## config.mk

```make
export PLATFORM = sky130hd
export DESIGN_NAME = mem_port_arbiter
export DESIGN_NICKNAME = d
export VERILOG_FILES = /design/src/rtl/mem_port_arbiter.sv
export SDC_FILE = /design/constraint.sdc
export NUM_CORES = 1
export LEC_CHECK = 0
export CAP_MARGIN = 40
export CORE_ASPECT_RATIO = 0.5
export CORE_MARGIN = 3
export CORE_UTILIZATION = 44
export DETAILED_ROUTE_END_ITERATION = 10
export PLACE_DENSITY_LB_ADDON = 0.3
export SYNTH_ARGS = -nofsm -noshare
export SYNTH_HDL_FRONTEND = slang
export SYNTH_SLANG_ARGS = --single-unit
```

## constraint.sdc

```tcl
create_clock -name clk -period 3.2 [get_ports clk]
set_clock_uncertainty 0.2 [all_clocks]
set_input_delay 0.48 -clock clk [delete_from_list [all_inputs] [get_ports clk]]
set_output_delay 0.48 -clock clk [all_outputs]
set_load 0.1 [all_outputs]
```

## src/rtl/mem_port_arbiter.sv

```systemverilog
// Fetch/data arbiter for the shared single-port memory; data wins ties.
// Optional access timeout with bus_err is built when MEM_TIMEOUT_EN is defined.
module mem_port_arbiter #(
    parameter int ADDR_W  = 32,
    parameter int DATA_W  = 32,
    parameter int TIMEOUT = 15
) (
    input  logic              clk,
    input  logic              rst_n,
    input  logic              if_req,
    input  logic [ADDR_W-1:0] if_addr,
    output logic [DATA_W-1:0] if_rdata,
    output logic              if_ready,
    input  logic              dm_req,
    input  logic              dm_we,
    input  logic [ADDR_W-1:0] dm_addr,
    input  logic [DATA_W-1:0] dm_wdata,
    output logic [DATA_W-1:0] dm_rdata,
    output logic              dm_ready,
    output logic              mem_req,
    output logic              mem_we,
    output logic [ADDR_W-1:0] mem_addr,
    output logic [DATA_W-1:0] mem_wdata,
    input  logic [DATA_W-1:0] mem_rdata,
    input  logic              mem_ack,
    output logic              bus_err,
    output logic              stale
);

    typedef enum logic [1:0] {IDLE, DATA, FETCH} state_t;

    state_t            state_q, state_d;
    logic              mem_req_d, mem_we_d;
    logic [ADDR_W-1:0] mem_addr_d;
    logic [DATA_W-1:0] mem_wdata_d;
    logic [DATA_W-1:0] if_rdata_d, dm_rdata_d;
    logic              if_ready_d, dm_ready_d;

    if (TIMEOUT < 1) begin : g_bad_timeout
        $error("TIMEOUT must be at least 1");
    end

`ifdef MEM_TIMEOUT_EN
    localparam int CNT_W = $clog2(TIMEOUT + 1);
    localparam logic [CNT_W-1:0] CNT_LAST = CNT_W'(TIMEOUT - 1);
    localparam logic [CNT_W-1:0] CNT_MAX  = CNT_W'(TIMEOUT);

    logic [CNT_W-1:0] cnt_q, cnt_d;
    logic             bus_err_q, bus_err_d;
`endif

    always_comb begin
        state_d     = state_q;
        mem_req_d   = mem_req;
        mem_we_d    = mem_we;
        mem_addr_d  = mem_addr;
        mem_wdata_d = mem_wdata;
        if_rdata_d  = if_rdata;
        dm_rdata_d  = dm_rdata;
        if_ready_d  = 1'b0;
        dm_ready_d  = 1'b0;
`ifdef MEM_TIMEOUT_EN
        cnt_d       = cnt_q;
        bus_err_d   = 1'b0;
`endif
        unique case (state_q)
            IDLE: begin
                // Hold off during a ready pulse: the winner still shows req.
                if (!if_ready && !dm_ready) begin
                    if (dm_req) begin
                        state_d     = DATA;
                        mem_req_d   = 1'b1;
                        mem_we_d    = dm_we;
                        mem_addr_d  = dm_addr;
                        mem_wdata_d = dm_wdata;
                    end else if (if_req) begin
                        state_d    = FETCH;
                        mem_req_d  = 1'b1;
                        mem_we_d   = 1'b0;
                        mem_addr_d = if_addr;
                    end
`ifdef MEM_TIMEOUT_EN
                    cnt_d = '0;
`endif
                end
            end
            DATA, FETCH: begin
                if (mem_ack) begin
                    state_d   = IDLE;
                    mem_req_d = 1'b0;
                    if (state_q == DATA) begin
                        dm_rdata_d = mem_rdata;
                        dm_ready_d = 1'b1;
                    end else begin
                        if_rdata_d = mem_rdata;
                        if_ready_d = 1'b1;
                    end
                end
`ifdef MEM_TIMEOUT_EN
                else if (cnt_q >= CNT_LAST) begin
                    state_d   = IDLE;
                    mem_req_d = 1'b0;
                    bus_err_d = 1'b1;
                    cnt_d     = CNT_MAX;
                    if (state_q == DATA) begin
                        dm_rdata_d = '0;
                        dm_ready_d = 1'b1;
                    end else begin
                        if_rdata_d = '0;
                        if_ready_d = 1'b1;
                    end
                end else begin
                    cnt_d = cnt_q + 1'b1;
                end
`endif
            end
            default: begin
                state_d   = IDLE;
                mem_req_d = 1'b0;
            end
        endcase
    end

    always_ff @(posedge clk or negedge rst_n) begin
        if (!rst_n) begin
            state_q   <= IDLE;
            mem_req   <= 1'b0;
            mem_we    <= 1'b0;
            mem_addr  <= '0;
            mem_wdata <= '0;
            if_rdata  <= '0;
            dm_rdata  <= '0;
            if_ready  <= 1'b0;
            dm_ready  <= 1'b0;
        end else begin
            state_q   <= state_d;
            mem_req   <= mem_req_d;
            mem_we    <= mem_we_d;
            mem_addr  <= mem_addr_d;
            mem_wdata <= mem_wdata_d;
            if_rdata  <= if_rdata_d;
            dm_rdata  <= dm_rdata_d;
            if_ready  <= if_ready_d;
            dm_ready  <= dm_ready_d;
        end
    end

`ifdef MEM_TIMEOUT_EN
    always_ff @(posedge clk or negedge rst_n) begin
        if (!rst_n) begin
            cnt_q     <= '0;
            bus_err_q <= 1'b0;
        end else begin
            cnt_q     <= cnt_d;
            bus_err_q <= bus_err_d;
        end
    end

    assign bus_err = bus_err_q;
`else
    assign bus_err = 1'b0;
`endif

    assign stale = (dm_req & ~dm_ready) | (if_req & ~if_ready);

endmodule
```

After elaboration in Yosys (flattened, before gate mapping)
Cells that the tools add are included.
{"block": "classes", "n_eq_ne": 5, "muxes": 20, "bitwise": 6, "reduce_logical": 11}
{"cell": "$mux 32", "n": 2}
{"cell": "$reduce_and 3->1", "n": 5}
{"cell": "$mux 1", "n": 12}
{"cell": "$mux 2", "n": 4}
{"cell": "$ne 2x2->1 const B", "n": 2}
{"cell": "$pmux 2 s2", "n": 1}
{"cell": "$ne 3x3->1 const B", "n": 1}
{"cell": "$not 1->1", "n": 3}
{"cell": "$and 1x1->1", "n": 2}
{"cell": "$eq 2x1->1 const B", "n": 1}
{"cell": "$eq 2x2->1 const B", "n": 1}
{"cell": "$logic_not 1->1", "n": 2}
{"cell": "$logic_not 2->1", "n": 1}
{"cell": "$pmux 1 s2", "n": 1}
{"cell": "$reduce_bool 2->1", "n": 1}
{"cell": "$reduce_or 2->1", "n": 1}
{"cell": "$logic_and 1x1->1", "n": 1}
{"cell": "$or 1x1->1", "n": 1}
{"block": "totals", "ff_bits": 134, "in_bits": 134, "output_inout_bits": 134, "wordCells": 51}

Depth between registers and ports, before layout
Gate-level depths: netlist (run 1).
{"block": "logic_depth", "depth_word": 4, "ltp_mapped": 6, "ltp_nobuf": 5}

Worst setup path after synthesis (run 1)
OpenSTA, ideal clock, no wires.
{"block": "synth_path", "path_type": "flip-flop to output port", "start": "register if_ready", "end": "output port stale", "arrival_time_ns": 2.418, "path_slack_ns": 0.102, "stages_incl_launch_ff": 2, "cell_sequence": "dfrtp_1 -> o22ai_1"}
{"block": "synth_between", "elab_chain_cells": 3}
{"element": "from (decl)", "line_no": "13", "source": "output logic if_ready,"}
{"element": "from (signal assigned)", "line_no": "143", "source": "if_ready <= if_ready_d;"}
{"element": "$not 1->1", "line_no": "164", "source": "assign stale = (dm_req & ~dm_ready) | (if_req & ~if_ready);"}
{"element": "$and 1x1->1", "line_no": "164"}
{"element": "$or 1x1->1", "line_no": "164"}
{"element": "to (decl)", "line_no": "27", "source": "output logic stale"}
Every way passes these cells.

Worst setup path after layout (run 1)
{"block": "layout_path", "start": "input port dm_req", "end": "output port stale"}
{"block": "layout_between", "elab_chain_cells": 2}
{"element": "from (decl)", "line_no": "14", "source": "input logic dm_req,"}
{"element": "$and 1x1->1", "line_no": "164"}
{"element": "$or 1x1->1", "line_no": "164"}
Every way passes these cells.

==> flow_summary.yaml, run 1 <==
run_status:
  outcome: "completed"
synthesis:
  async_flop_share: 1.00
  synth-seq-cells: 134
  syn-num-nets: 476
  synth.cell_area_sq_mm: 0.00567
  synth_area_leader_cell: "dfrtp_1"
  synthCells: 340
  synth_enable_flop_cells: 0
  avgSynthCellArea_sq_um: 16.7
  seq_area_frac_synth: 0.591
  yosysUniqueCellTypes: 27
  yosysMostFrequentCell: "dfrtp_1"
  synth_ff_type: "dfrtp_1"
  synth_commonest_cells: "dfrtp_1 (134), mux2_2 (104), mux2_4 (39), mux2_1 (17), buf_2 (9)"
  synth_top_area_frac: 0.591
  yosysWarnings: 0
  synth_area_leaders: "dfrtp_1 (59%), mux2_2 (21%), mux2_4 (10%)"
critical_path:
  setup.worst_path.start_class: "input port"
  worstPathRequired_ns: 2.52
  crit_fanout: 33
  r2r_end: "mem_wdata[1]$_DFFE_PN0P_"
  arrival_ns: 1.61
  regToRegSetupSlack_ns: 1.01
  rr_startpoint: "state_q[1]$_DFFE_PN0P_"
  end_kind: "output pin"
  crit_type: "input port to output pin"
  r2r_cells: 4
cts:
  cts_resized: 0
  cts_buffers: 17
  clkTransAtPathRegs_ns: 0.05
  cts_tree: "built"
  clk_latency_ns: 0.39
  htree_levels: 4
  cts_num_sinks: 134
  root_buffer: "clkbuf_16"
  post_cts_buffers: 0
  clockBufferDepth: 2
route:
  drt_iter0_drc: 198
  viasPerCell: 4.86
  drt_pre_antenna_iters: 4
  drc: 0
  vias: 3847
  wirelength_um: 14200
  ant_nets: 0
  routedWlPerCell_um: 17.9
finish:
  fin_util: 0.720
  multi_input_area_sq_mm: 0.00213
  area_delta_synth_final_pct: 54.7
  layout.nets: 750
  fill_cells: 858
  finalInstanceArea_sq_mm: 0.00877
  diodes: 0
  seq_area_sq_mm: 0.00335
  drive_above_1_share: 0.507
grt:
  globalRouteTotalUtil: 0.198
  antenna_found_initial: 0
  grt_overflow_total: 0
  grt_max_degree: 90
  grt_pass1_wl_um: 22600
  grt_pass1_vias: 4223
floorplanning:
  io_pins: 268
  num_rows: 28
  die_area_sq_mm: 0.0144
  die_h_um: 86.3
  start_util: 0.465
  core_sq_mm: 0.0122
  die_width_um: 167
min_path:
  min_path_type: "input port to flip-flop"
  min_from: "dm_req"
  hold_depth: 3
  min_to: "state_q[0]$_DFFE_PN0P_"
timing:
  clock.fmax_mhz: 436
  maxSlewHeadroom: 0.466
  post-route-min-period_ns: 2.29
  min_period_over_period: 0.716
  tns_ns: 0
  finalMaxSlewViolations: 0
  hold_violations: 0
  rsz0062_at_grt: "no"
  tightest_slew_ns: 0.801
  hold_slack_ns: 0.277
  setup_viol: 0
placed_design:
  numPortBuffers: 266
  routabilityCongestion: 0.801
  dp_hpwl_um: 10600
  post_dp_cell_area_sq_mm: 0.00812
flow_run:
  drv_cap: 0
[flip-flops by register name, indices dropped and copies added (netlist names)]
| register | cells |
|---|---|
| dm_rdata | 32 |
| if_rdata | 32 |
| mem_addr | 32 |
| mem_wdata | 32 |
| state_q | 2 |
| dm_ready | 1 |
| if_ready | 1 |
| mem_req | 1 |
| mem_we | 1 |
[metrics by stage]
stage	instances	setup slack, ns
3_5_place_dp	759	0.812
6_report	792	0.908
3_3_place_gp	759	0.845
4_1_cts	792	0.895
2_1_floorplan	340	0.102
5_1_grt	792	0.820
[worst max path at each step]
stage,start,endpoint,slack (ns),cells after the start
after global routing,dm_req,stale,0.82,5
after global placement,mem_ack,dm_rdata[23]$_DFFE_PN0P_,0.85,4
after floorplan,if_ready$_DFF_PN0_,stale,0.10,1
final,dm_req,stale,0.91,5
after detailed placement,if_req,mem_addr[1]$_DFFE_PN0P_,0.81,4
after CTS,dm_req,stale,0.89,5
[placed cells by master, fill, tap and decap left out, types with 2 or more instances in the layout]
cell             instances
buf_12                   3
buf_4                  136
bufinv_16                4
clkbuf_1                 2
clkbuf_16               17
clkbuf_8                 3
clkdlybuf4s50_1        131
clkinv_4                 4
clkinvlp_4               2
dfrtp_1                134
ha_1                     2
inv_1                    6
mux2_1                  17
mux2_2                 104
mux2_4                  39
nor2_2                   2
nor2b_1                  2
o211ai_1                 2
o311ai_0                 2
[kinds of logic after synthesis]
family	after synthesis	synth area share
mux	160	0.343
flops	134	0.591
buf+inv	24	0.0337
simple gates	12	0.0168
compound gates	7	0.00993
fa+ha+maj	2	0.00441
other cells	1	0.000661
[area by class of cell]
class / count / area share
Clock buffer: 22 / 0.0541
Timing Repair Buffer: 273 / 0.276
Multi-Input combinational cell: 182 / 0.243
Tap cell: 165 / 0.0235
Inverter: 6 / 0.00257
Clock inverter: 10 / 0.0194
Sequential cell: 134 / 0.382
[layer usage]
layer  track usage  part of all wire
met1         0.231              0.39
met2         0.364              0.54
met3        0.0551             0.057
met4        0.0614             0.011
met5             0                 0
[worst max-delay path, stage by stage]
cell and delay [ns]:
buf_2 0.15, buf_4 0.41, inv_1 0.08, o22ai_1 0.27
buf_12 0.22
[what timing repair did]
action	in CTS	in global routing
hold buffers	1	0
hold endpoints to repair	48	0
endpoints found under the setup margin	0	0
Power of run 1 is left out: the tool's default activity adds up to more than one toggle a clock period on the data nets, which glitch-free logic cannot reach.
==> run 2, diff against run 1 <==
- CORE_UTILIZATION: 44 -> 41
- clock period: 3.2 -> 2.3 ns (I/O delays scaled with it)
==> run 2 against run 1 <==
Cell count rose by 3.8%. Setup slack worse by 0.62 ns. Non-clock buffer count increased by 9. First-iteration DRC count shrank 54%. Critical path depth shrank 1. Global-route usage shrank 1.2 points. Sequential share of layout area decreased by 0.35 points. Sequential cell count did not move. Register-to-register slack worse by 0.72 ns. Die area up 6.9%. Hold slack got worse by 0.0093 ns. Cell area is 0.93% higher.
==> flow_summary.yaml, run 2 (synthesis results as in run 1) <==
run_status:
  outcome: "completed"
timing:
  tightest_slew_ns: 0.591
  hold_slack_ns: 0.267
  hold_violations: 0
  setup_viol: 0
  fin_ws_ns: 0.286
  tns_ns: 0
  rsz0062_at_grt: "no"
  clock.fmax_mhz: 496
  post-route-min-period_ns: 2.01
  maxSlewHeadroom: 0.606
  min_period_over_period: 0.876
  finalMaxSlewViolations: 0
grt:
  grt_pass1_wl_um: 21900
  antenna_found_initial: 0
  grt_max_degree: 63
  globalRouteTotalUtil: 0.186
  grt_pass1_vias: 4123
  grt_overflow_total: 0
finish:
  diodes: 0
  layout.nets: 759
  area_delta_synth_final_pct: 56.1
  multi_input_area_sq_mm: 0.00214
  fin_util: 0.676
  final_common_cell: "buf_4"
  layout_common_cells: "buf_4 (143), dfrtp_1 (134), clkdlybuf4s50_1 (131)"
  fill_cells: 998
  seq_area_sq_mm: 0.00335
  drive_above_1_share: 0.517
floorplanning:
  io_pins: 268
  num_rows: 29
  core_sq_mm: 0.0131
  die_h_um: 89.2
  die_width_um: 172
  start_util: 0.433
  die_area_sq_mm: 0.0154
route:
  wirelength_um: 14700
  drt_iter0_drc: 91
  drt_pre_antenna_iters: 4
  viasPerCell: 4.71
  drc: 0
  routedWlPerCell_um: 17.9
  ant_nets: 0
  vias: 3872
critical_path:
  crit_fanout: 13
  crit_chain: "nor2_2 -> and3_4 -> buf_12 -> mux2_4"
  slowest_delay_ns: 0.47
  cpMaxStageDelayCell: "dfrtp_1"
  end_kind: "flip-flop"
  setup.worst_path.start_class: "flip-flop"
  arrival_ns: 2.09
  crit_type: "flip-flop to flip-flop"
  worstPathRequired_ns: 2.38
placed_design:
  dp_hpwl_um: 11200
  pre_cts_ws_ns: 0.134
  routabilityCongestion: 0.747
  numPortBuffers: 266
cts:
  post_cts_buffers: 0
  cts_buffers: 17
  clkTransAtPathRegs_ns: 0.06
  cts_resized: 0
  cts_num_sinks: 134
  htree_levels: 4
  root_buffer: "clkbuf_16"
  cts_tree: "built"
  clk_latency_ns: 0.40
  clockBufferDepth: 2
min_path:
  min_path_type: "input port to flip-flop"
flow_run:
  drv_cap: 0
-- run 2: path summary, 6_finish.rpt --
path	slack, ns	end	from	depth (start not counted)
min in group asynchronous	0.29	if_rdata[6]$_DFFE_PN0P_	rst_n	2
worst min-delay path	0.27	mem_addr[3]$_DFFE_PN0P_	dm_req	3
worst min register to register	0.29	mem_wdata[0]$_DFFE_PN0P_	mem_wdata[0]$_DFFE_PN0P_	1
max in group asynchronous	0.94	mem_wdata[6]$_DFFE_PN0P_	rst_n	3
worst max register to register	0.29	mem_wdata[30]$_DFFE_PN0P_	dm_ready$_DFF_PN0_	4
worst max-delay path	0.29	mem_wdata[30]$_DFFE_PN0P_	dm_ready$_DFF_PN0_	4
-- run 2: area by class of cell --
cell class,count,share of cell area
Inverter,6,0.00254
Sequential cell,134,0.379
Timing Repair Buffer,282,0.284
Clock inverter,14,0.0185
Tap cell,186,0.0263
Multi-Input combinational cell,182,0.242
Clock buffer,18,0.0485
-- run 2: critical path, delay by kind of cell, from the launching register on --
family                 cells  cell delay (ns)
buffers and inverters      1             0.21
and+or+nand+nor            2             0.70
muxes                      1             0.31
DFF                        1             0.47
-- run 2: through the flow --
stage,cell area [sq um],instances
final,8850,822
after global routing,8850,822
after CTS,8850,822
after detailed placement,8250,789
after global placement,8250,789
after floorplan,5690,340
-- run 2: routing by layer --
layer / vias to the layer above / part of all wire / GRT usage
met5: - / 0 / 0
met3: 4 / 0.054 / 0.0534
met4: 0 / 0.0047 / 0.0391
met1: 1968 / 0.39 / 0.207
li1: 1787 / - / -
met2: 113 / 0.55 / 0.360
-- run 2: timing repair --
action,4_1_cts,5_1_grt
endpoints found under the setup margin,0,0
endpoints found under the hold margin,58,0
hold buffers,1,0
Power of run 2 is left out for the same reason.
